[config.mk]
export PLATFORM = sky130hd
export DESIGN_NAME = pc_gen
export DESIGN_NICKNAME = d
export VERILOG_FILES = /design/src/rtl/decoder_pkg.sv /design/src/rtl/pc_prio_sel.sv /design/src/rtl/pc_gen.sv
export SDC_FILE = /design/constraint.sdc
export NUM_CORES = 1
export LEC_CHECK = 0
export ABC_CLOCK_PERIOD_IN_PS = 2400
export CAP_MARGIN = 40
export CORE_UTILIZATION = 35
export CTS_CLUSTER_SIZE = 25
export DETAILED_ROUTE_END_ITERATION = 8
export PLACE_DENSITY = 0.66
export SLEW_MARGIN = 10
export SYNTH_ARGS = -nofsm -noshare
export SYNTH_HDL_FRONTEND = slang
export SYNTH_SLANG_ARGS = --single-unit
[constraint.sdc]
create_clock -name clk -period 2.4 [get_ports clk]
set_clock_uncertainty 0.05 [all_clocks]
set_input_delay 0.6 -clock clk [delete_from_list [all_inputs] [get_ports clk]]
set_output_delay 0.6 -clock clk [all_outputs]
set_load 0.03 [all_outputs]
[src/rtl/decoder_pkg.sv]
// Shared decode/fetch types; pc_gen_state_t encodes the fetch PC generator FSM.
package decoder_pkg;

    typedef enum logic [1:0] {
        PC_BOOT = 2'd0,
        PC_RUN  = 2'd1,
        PC_HOLD = 2'd2
    } pc_gen_state_t;

endpackage

[src/rtl/pc_prio_sel.sv]
// Combinational redirect priority encoder and target mux for pc_gen.
// Index 0 wins; the chosen target is also returned with its low log2(Step) bits cleared.
module pc_prio_sel
    import decoder_pkg::*;
#(
    parameter int AddrWidth  = 32,
    parameter int NumTargets = 4,
    parameter int Step       = 4,
    parameter int SelWidth   = (NumTargets > 1) ? $clog2(NumTargets) : 1
) (
    input  logic [NumTargets-1:0]           redirect,
    input  logic [NumTargets*AddrWidth-1:0] target,
    output logic                            any,
    output logic [SelWidth-1:0]             sel,
    output logic [AddrWidth-1:0]            raw_target,
    output logic [AddrWidth-1:0]            aligned_target
);

    localparam logic [AddrWidth-1:0] LowMask = AddrWidth'(Step - 1);

    // Scanning from the top down lets the lowest active index overwrite the result last.
    always_comb begin
        any        = 1'b0;
        sel        = '0;
        raw_target = '0;
        for (int i = NumTargets - 1; i >= 0; i--) begin
            if (redirect[i]) begin
                any        = 1'b1;
                sel        = SelWidth'(i);
                raw_target = target[i*AddrWidth +: AddrWidth];
            end
        end
    end

    assign aligned_target = raw_target & ~LowMask;

endmodule

[src/rtl/pc_gen.sv]
// Registered fetch PC generator: sequential stepping, prioritised redirects, stall-safe pending redirect.
// Optional macro PC_MISALIGN_CHECK_EN adds a registered misaligned-target report.
module pc_gen
    import decoder_pkg::*;
#(
    parameter int                   AddrWidth  = 32,
    parameter int                   NumTargets = 4,
    parameter int                   Step       = 4,
    parameter logic [AddrWidth-1:0] ResetAddr  = '0
) (
    input  logic                            clk,
    input  logic                            reset_n,
    input  logic                            stall,
    input  logic [NumTargets-1:0]           redirect,
    input  logic [NumTargets*AddrWidth-1:0] target,
    output logic [AddrWidth-1:0]            pc_o,
    output logic                            pc_valid_o,
    output logic                            flush_o
`ifdef PC_MISALIGN_CHECK_EN
   ,output logic                            misalign_o,
    output logic [AddrWidth-1:0]            misalign_addr_o
`endif
);

    localparam int SelWidth = (NumTargets > 1) ? $clog2(NumTargets) : 1;

    pc_gen_state_t          state;
    logic [AddrWidth-1:0]   pend;
    logic                   any;
    logic [SelWidth-1:0]    sel;
    logic [AddrWidth-1:0]   raw_target;
    logic [AddrWidth-1:0]   aligned_target;

    pc_prio_sel #(
        .AddrWidth  (AddrWidth),
        .NumTargets (NumTargets),
        .Step       (Step),
        .SelWidth   (SelWidth)
    ) u_prio_sel (
        .redirect       (redirect),
        .target         (target),
        .any            (any),
        .sel            (sel),
        .raw_target     (raw_target),
        .aligned_target (aligned_target)
    );

    // A redirect seen while stalled parks in pend; a fresh redirect at release beats it.
    always_ff @(posedge clk or negedge reset_n) begin
        if (!reset_n) begin
            state      <= PC_BOOT;
            pc_o       <= ResetAddr;
            pc_valid_o <= 1'b0;
            flush_o    <= 1'b0;
            pend       <= '0;
        end else begin
            flush_o <= 1'b0;
            case (state)
                PC_BOOT: begin
                    state      <= PC_RUN;
                    pc_valid_o <= 1'b1;
                end
                PC_RUN: begin
                    if (any) begin
                        if (stall) begin
                            pend  <= aligned_target;
                            state <= PC_HOLD;
                        end else begin
                            pc_o    <= aligned_target;
                            flush_o <= 1'b1;
                        end
                    end else if (!stall) begin
                        pc_o <= pc_o + AddrWidth'(Step);
                    end
                end
                PC_HOLD: begin
                    if (stall) begin
                        if (any) begin
                            pend <= aligned_target;
                        end
                    end else begin
                        pc_o    <= any ? aligned_target : pend;
                        flush_o <= 1'b1;
                        state   <= PC_RUN;
                    end
                end
                default: state <= PC_BOOT;
            endcase
        end
    end

`ifdef PC_MISALIGN_CHECK_EN
    localparam logic [AddrWidth-1:0] LowMask = AddrWidth'(Step - 1);

    // Flag every target the FSM actually consumes (captured or applied) whose low bits were set.
    always_ff @(posedge clk or negedge reset_n) begin
        if (!reset_n) begin
            misalign_o      <= 1'b0;
            misalign_addr_o <= '0;
        end else begin
            misalign_o <= 1'b0;
            if ((state != PC_BOOT) && any && ((raw_target & LowMask) != '0)) begin
                misalign_o      <= 1'b1;
                misalign_addr_o <= raw_target;
            end
        end
    end

    logic unused_sel;
    assign unused_sel = ^sel;
`else
    logic unused_sel;
    assign unused_sel = ^{sel, raw_target};
`endif

endmodule

==> impl_metrics.yaml, run 1 <==
grt:
  grt_remaining_overflow: 0
  grt_max_degree: 69
  antenna_found_initial: 0
  busiest_layer: "met2"
  met1_usage: 0.324
  grt_pass1_wl_mm: 24.9
  gr-usage-met2: 0.408
  met3_usage: 0.0529
  grt_pass1_vias: 4906
  grt_usage: 0.248
critical_path:
  reg2reg_slack_ps: 240
  critPathRequiredTime_ps: 2570
  cp_max_fo: 10
  startpoint_type: "input pin"
  reg2reg_depth: 5
  cp.arrival_ps: 2480
  cp-end-kind: "register"
  reg2reg_from: "pc_o[13]"
  worstSetupStartpoint: "redirect[0]"
  path_class: "in -> reg"
  r2r_end: "pc_o[29]"
  endpoint: "pc_o[26]"
cts:
  cts_tree: "built"
  cts_max_level: 3
  clk-insertion-delay-late_ps: 340
  cts_max_path_buffers: 2
  cts.sinks: 68
  clk_pin_slew_ps: 60
  cts-root-buf: "clkbuf_16"
  numCtsBuffers: 9
  postCtsSetupBuffers: 0
sta:
  hold_violations: 0
  slew_headroom: 0.611
  min_period_over_period: 0.963
  rsz0062_at_grt: "no"
  tightest_slew_ps: 584
  setup_viol: 0
  period_minus_slack_ps: 2310
  setup_slack_ps: 88.0
  slew_viol_final: 0
  setup_tns_ps: 0
  fmax_mhz: 433
  hold_ws_ps: 204
job:
  drv_cap: 0
hold_path:
  hold_class: "in -> async"
synth:
  yosysTopAreaCell: "dfrtp_1"
  synthesis.instances: 529
  synthDistinctLibCells: 61
  synth_area_leaders: "dfrtp_1 38%, a221oi_1 5.3%, o21ai_0 5.2%, nand2_1 4.9%, a21oi_1 3.9%"
  synth_warnings: 0
  synth_most_common_cell: "dfrtp_1"
  synth.yosys.seq_area_share: 0.383
  synth.top_cell.area_share: 0.383
  ys_ff_latch: 68
  synth_ff_type: "dfrtp_1"
  syn-num-nets: 668
  async_flop_share: 1.00
  syn_area_mm2: 0.00444
  synth_common_cells: "68 x dfrtp_1, 58 x nand2_1, 46 x o21ai_0"
  syn_area_per_cell_um2: 8.40
  synth-edff-count: 0
layout:
  synthToLayoutAreaGrowth_pct: 55.8
  num-nets-final: 861
  n_fill_cell: 1159
  antennaDiodeCount: 0
  final_util: 0.567
  final_area_mm2: 0.00692
  layout-drive-gt1-share: 0.139
floorplan:
  die_y_um: 115
  placeableCoreArea_mm2: 0.0122
  fp.dieW_um: 115
  row_count: 40
  num_io_pins: 169
  start_util: 0.364
  die_area_mm2: 0.0131
drt:
  remaining_drc_errors: 0
  routed_via_density: 5.63
  avgRoutedWirePerCell_um: 17.7
  vias: 5036
  drt_wl_total_mm: 15.8
  drtAntennaViolNets: 0
  dr.pass1.iters: 5
  dr.first_iter.drc_count: 366
place:
  dp_slack_ps: -249
  io_buffers: 160
  post-dp-hpwl_mm: 12.3
  place.gp.congestion: 0.864
  post_dp_cell_area_mm2: 0.00661
power:
  power_leakage_nw: 2.73
  ir_drop_uv: 476
  power.density_mw_per_mm2: 1050
run_status:
  run_status: "complete, no violations"
==> layout by cell type (no fill, tap or decap), types with 9 or more instances in the layout <==
master / synthesis / final
a21oi_1: 35 / 35
a221oi_1: 27 / 26
a22o_1: 17 / 17
buf_4: 1 / 62
clkbuf_16: 0 / 9
clkdlybuf4s50_1: 0 / 159
dfrtp_1: 68 / 68
inv_1: 10 / 10
nand2_1: 58 / 58
nand3_1: 14 / 14
nor2_1: 39 / 39
nor2b_1: 12 / 11
nor3_1: 17 / 16
nor4_1: 11 / 10
o21ai_0: 46 / 46
o22ai_1: 20 / 20
o2bb2ai_1: 9 / 9
==> layout make-up <==
class / count / area (um^2) / area share
flip-flops and latches: 68 / 1700 / 0.246
multi-input cells: 405 / 2540 / 0.367
repair buffers: 226 / 2130 / 0.308
inverters: 12 / 45.0 / 0.00651
clock buffers: 9 / 225 / 0.0325
well taps: 168 / 210 / 0.0304
clock inverters: 7 / 67.6 / 0.00976
==> worst max-delay path, stage by stage <==
cell	delay, ps
clkdlybuf4s50_1	500
or2_2	420
buf_4	200
a221oi_1	330
o2bb2ai_1	180
a21oi_1	160
o2bb2ai_1	90
==> kinds of logic after synthesis <==
| group | after synthesis | share of synthesized area |
|---|---|---|
| xor gates and xnor gates | 6 | 0.0118 |
| buffers and inverters | 56 | 0.0510 |
| AOI/OAI and AO/OA | 201 | 0.312 |
| DFF | 68 | 0.383 |
| muxes | 6 | 0.0138 |
| adders and majority gates | 4 | 0.0113 |
| and+or+nand+nor | 188 | 0.217 |
==> worst min-delay path by stage <==
stage               start          to  slack (ps)  depth (start not counted)
2_1_floorplan     reset_n     flush_o         250                          0
3_3_place_gp      pend[3]     pend[3]         410                          2
3_5_place_dp   pc_valid_o  pc_valid_o         400                          1
4_1_cts           reset_n     pend[6]         250                          2
5_1_grt           reset_n     pend[6]         260                          2
6_report          reset_n     pend[6]         200                          2
==> stage by stage <==
stage / cells / total power [W]
6_report: 895 / 0.00724
5_1_grt: 895 / 0.00771
4_1_cts: 895 / 0.00725
3_5_place_dp: 879 / 0.00593
3_3_place_gp: 879 / 0.00583
2_1_floorplan: 529 / 0.00428
==> per-layer routing <==
metal  wire, um  vias up
met5          0        -
met4        319        0
met3       1070       20
met2       7560      202
met1       6850     2412
li1           -     2402
==> sequential cells by signal, indices dropped and copies added, names as in the netlist <==
signal / count
flush_o: 1
pc_o: 32
pc_valid_o: 1
pend: 32
state: 2
==> power by group <==
part	total (W)	switching, W	internal [W]
logic	0.00372	0.00206	0.00166
registers	0.00222	0.000540	0.00168
clock network	0.00131	0.000509	0.000797
==> what timing repair did <==
action | 4_1_cts | 5_1_grt
hold buffers | 0 | 0
setup endpoints to repair | 0 | 4
resized for setup | 0 | 4
Note: power is estimated with default switching activity, not from simulation.
==> run 2: changes to the inputs <==
--- a/config.mk
+++ b/config.mk
@@ -8,7 +8,6 @@
 export ABC_CLOCK_PERIOD_IN_PS = 2400
 export CAP_MARGIN = 40
 export CORE_UTILIZATION = 35
-export CTS_CLUSTER_SIZE = 25
 export DETAILED_ROUTE_END_ITERATION = 8
 export PLACE_DENSITY = 0.66
 export SLEW_MARGIN = 10
==> results of run 2 <==
Final layout, timing and power as in run 1 (identical DEF).
==> run 3: changes to the inputs <==
--- a/config.mk
+++ b/config.mk
@@ -7,9 +7,12 @@
 export LEC_CHECK = 0
 export ABC_CLOCK_PERIOD_IN_PS = 2400
 export CAP_MARGIN = 40
-export CORE_UTILIZATION = 35
+export CELL_PAD_IN_SITES_DETAIL_PLACEMENT = 1
+export CELL_PAD_IN_SITES_GLOBAL_PLACEMENT = 2
+export CORE_UTILIZATION = 25
 export DETAILED_ROUTE_END_ITERATION = 8
-export PLACE_DENSITY = 0.66
+export HOLD_SLACK_MARGIN = 0.15
+export PLACE_DENSITY_LB_ADDON = 0.1
 export SLEW_MARGIN = 10
 export SYNTH_ARGS = -nofsm -noshare
 export SYNTH_HDL_FRONTEND = slang
==> run 3 against run 2 <==
Critical path depth grew 1. Final area increased by 2.5%. Wire length grew 17%. Global-route usage shrank 3.9 points. Non-clock buffer count rose by 2. Sequential power barely moved. Final cell count is 6.5% higher. Critical endpoint is now pc_o[0]. Core utilization decreased by 16 points. Combinational power is 5% higher. Sequential share of layout area down 0.59 points. Die area increased by 39%.
==> impl_metrics.yaml, run 3 (same netlist as run 1, synthesis figures left out) <==
run_status:
  run_status: "complete, no violations"
critical_path:
  cp-end-kind: "register"
  cp_max_fo: 8
  max_stage_delay_ps: 540
  cp_common_cell: "buf_4"
  startpoint_type: "input pin"
  path_class: "in -> reg"
  critPathRequiredTime_ps: 2590
  critPathBufInv: 4
  crit_chain: "clkdlybuf4s50_1 -> or4_1 -> buf_4 -> nor2_2 -> buf_4 -> buf_4 -> nand2_1 -> o21ai_0"
  cp_slowest_cell: "or4_1"
  critical-path-top-delay-family: "buffers and inverters"
  cp.arrival_ps: 2500
power:
  power_leakage_nw: 2.79
  p_clk_frac: 0.202
  p_seq_frac: 0.290
  switching_share: 0.421
  ir_drop_uv: 473
  internal_power_w: 0.00443
  power.density_mw_per_mm2: 1080
  combPwrFrac: 0.508
  power.switching_w: 0.00322
grt:
  grt_remaining_overflow: 0
  grt_max_degree: 31
  grt_usage: 0.209
  grt_pass1_vias: 5298
  grt_pass1_wl_mm: 29.0
  antenna_found_initial: 0
layout:
  num-nets-final: 863
  layout_commonest_cell: "clkdlybuf4s50_1"
  n_fill_cell: 2018
  layout-drive-gt1-share: 0.137
  reg_top3: "pc_o (32), pend (32), state (2)"
  synthToLayoutAreaGrowth_pct: 59.6
  final_cell_mix: "158 x clkdlybuf4s50_1, 68 x dfrtp_1, 61 x buf_4, 58 x nand2_1, 46 x o21ai_0"
  antennaDiodeCount: 0
  final_util: 0.410
drt:
  dr.pass1.iters: 4
  remaining_drc_errors: 0
  dr.first_iter.drc_count: 179
  routed_via_density: 5.29
  drt_wl_total_mm: 18.5
  vias: 5042
  drtAntennaViolNets: 0
  avgRoutedWirePerCell_um: 19.4
floorplan:
  placeableCoreArea_mm2: 0.0173
  row_count: 48
  fp.dieW_um: 135
  die_area_mm2: 0.0183
  die_y_um: 135
  num_io_pins: 169
  start_util: 0.257
cts:
  clk_pin_slew_ps: 60
  cts_max_path_buffers: 2
  cts.sinks: 68
  clk-insertion-delay-late_ps: 340
  cts_tree: "built"
  cts_max_level: 3
  cts-root-buf: "clkbuf_16"
  numCtsBuffers: 9
place:
  dp_slack_ps: -285
  post-dp-hpwl_mm: 14.6
  place.gp.congestion: 0.802
  io_buffers: 160
sta:
  period_minus_slack_ps: 2310
  setup_viol: 0
  slew_headroom: 0.642
  tightest_slew_ps: 535
  rsz0062_at_grt: "no"
  slew_viol_final: 0
  fmax_mhz: 433
  min_period_over_period: 0.963
  hold_violations: 0
  setup_slack_ps: 89.4
job:
  drv_cap: 0
hold_path:
  hold_class: "reg -> reg"
[run 3: changes by cell type in the layout (fill, tap and decap cells not counted), sizes merged, moves of 2 or more]
cell,previous run,this run
clkbuf,9,11
clkinvlp,3,1
bufinv,1,3
clkinv,4,1
[run 3: cell type report]
class                           count  area (um^2)  share of cell area
Tap cell                          225          282              0.0397
Timing Repair Buffer              228         2190               0.308
Clock buffer                       11          243              0.0342
Clock inverter                      4         97.6              0.0138
Sequential cell                    68         1700               0.240
Inverter                           12         45.0             0.00635
Multi-Input combinational cell    405         2530               0.358
[run 3: power groups by stage]
stage / logic, W / registers [W] / clock network [W]
global route: 0.00425 / 0.00230 / 0.00162
CTS: 0.00393 / 0.00222 / 0.00157
detailed placement: 0.00391 / 0.00223 / 0
finish: 0.00389 / 0.00222 / 0.00154
global placement: 0.00384 / 0.00222 / 0
floorplan: 0.00173 / 0.00255 / 0
[run 3: timing repair]
item                                    4_1_cts  5_1_grt
endpoints found under the setup margin        0        5
buffers inserted                              0        0
resized for setup                             0        4
hold endpoints to repair                      9        0
hold buffers                                  1        0
[run 3: through the flow]
stage / setup TNS (ps) / total power (W) / hold WS [ps] / std cells / area [um^2]
after floorplan: 0 / 0.00428 / 254 / 529 / 4440
after global placement: -9580 / 0.00606 / 408 / 937 / 6720
after detailed placement: -11120 / 0.00614 / 411 / 937 / 6720
after CTS: 0 / 0.00773 / 428 / 953 / 7070
after global routing: 0 / 0.00817 / 456 / 953 / 7090
final: 0 / 0.00765 / 419 / 953 / 7090
[run 3: worst paths after layout]
kind,from,endpoint,slack [ps],depth (start not counted)
setup / recovery,redirect[2],pc_o[0],90,8
min in group asynchronous,reset_n,pc_o[5],680,2
setup reg to reg,pc_o[12],pc_o[29],220,5
hold reg to reg,pc_valid_o,pc_valid_o,420,1
max in group asynchronous,reset_n,pend[2],1110,3
hold / removal,pc_valid_o,pc_valid_o,420,1
[run 3: routing by layer]
metal  routed length, um  up-vias  global-route usage
li1                    -     2399                   -
met4                 224        0              0.0587
met2                8390      150               0.332
met3                1030       16              0.0479
met5                   0        -                   0
met1                8860     2477               0.282
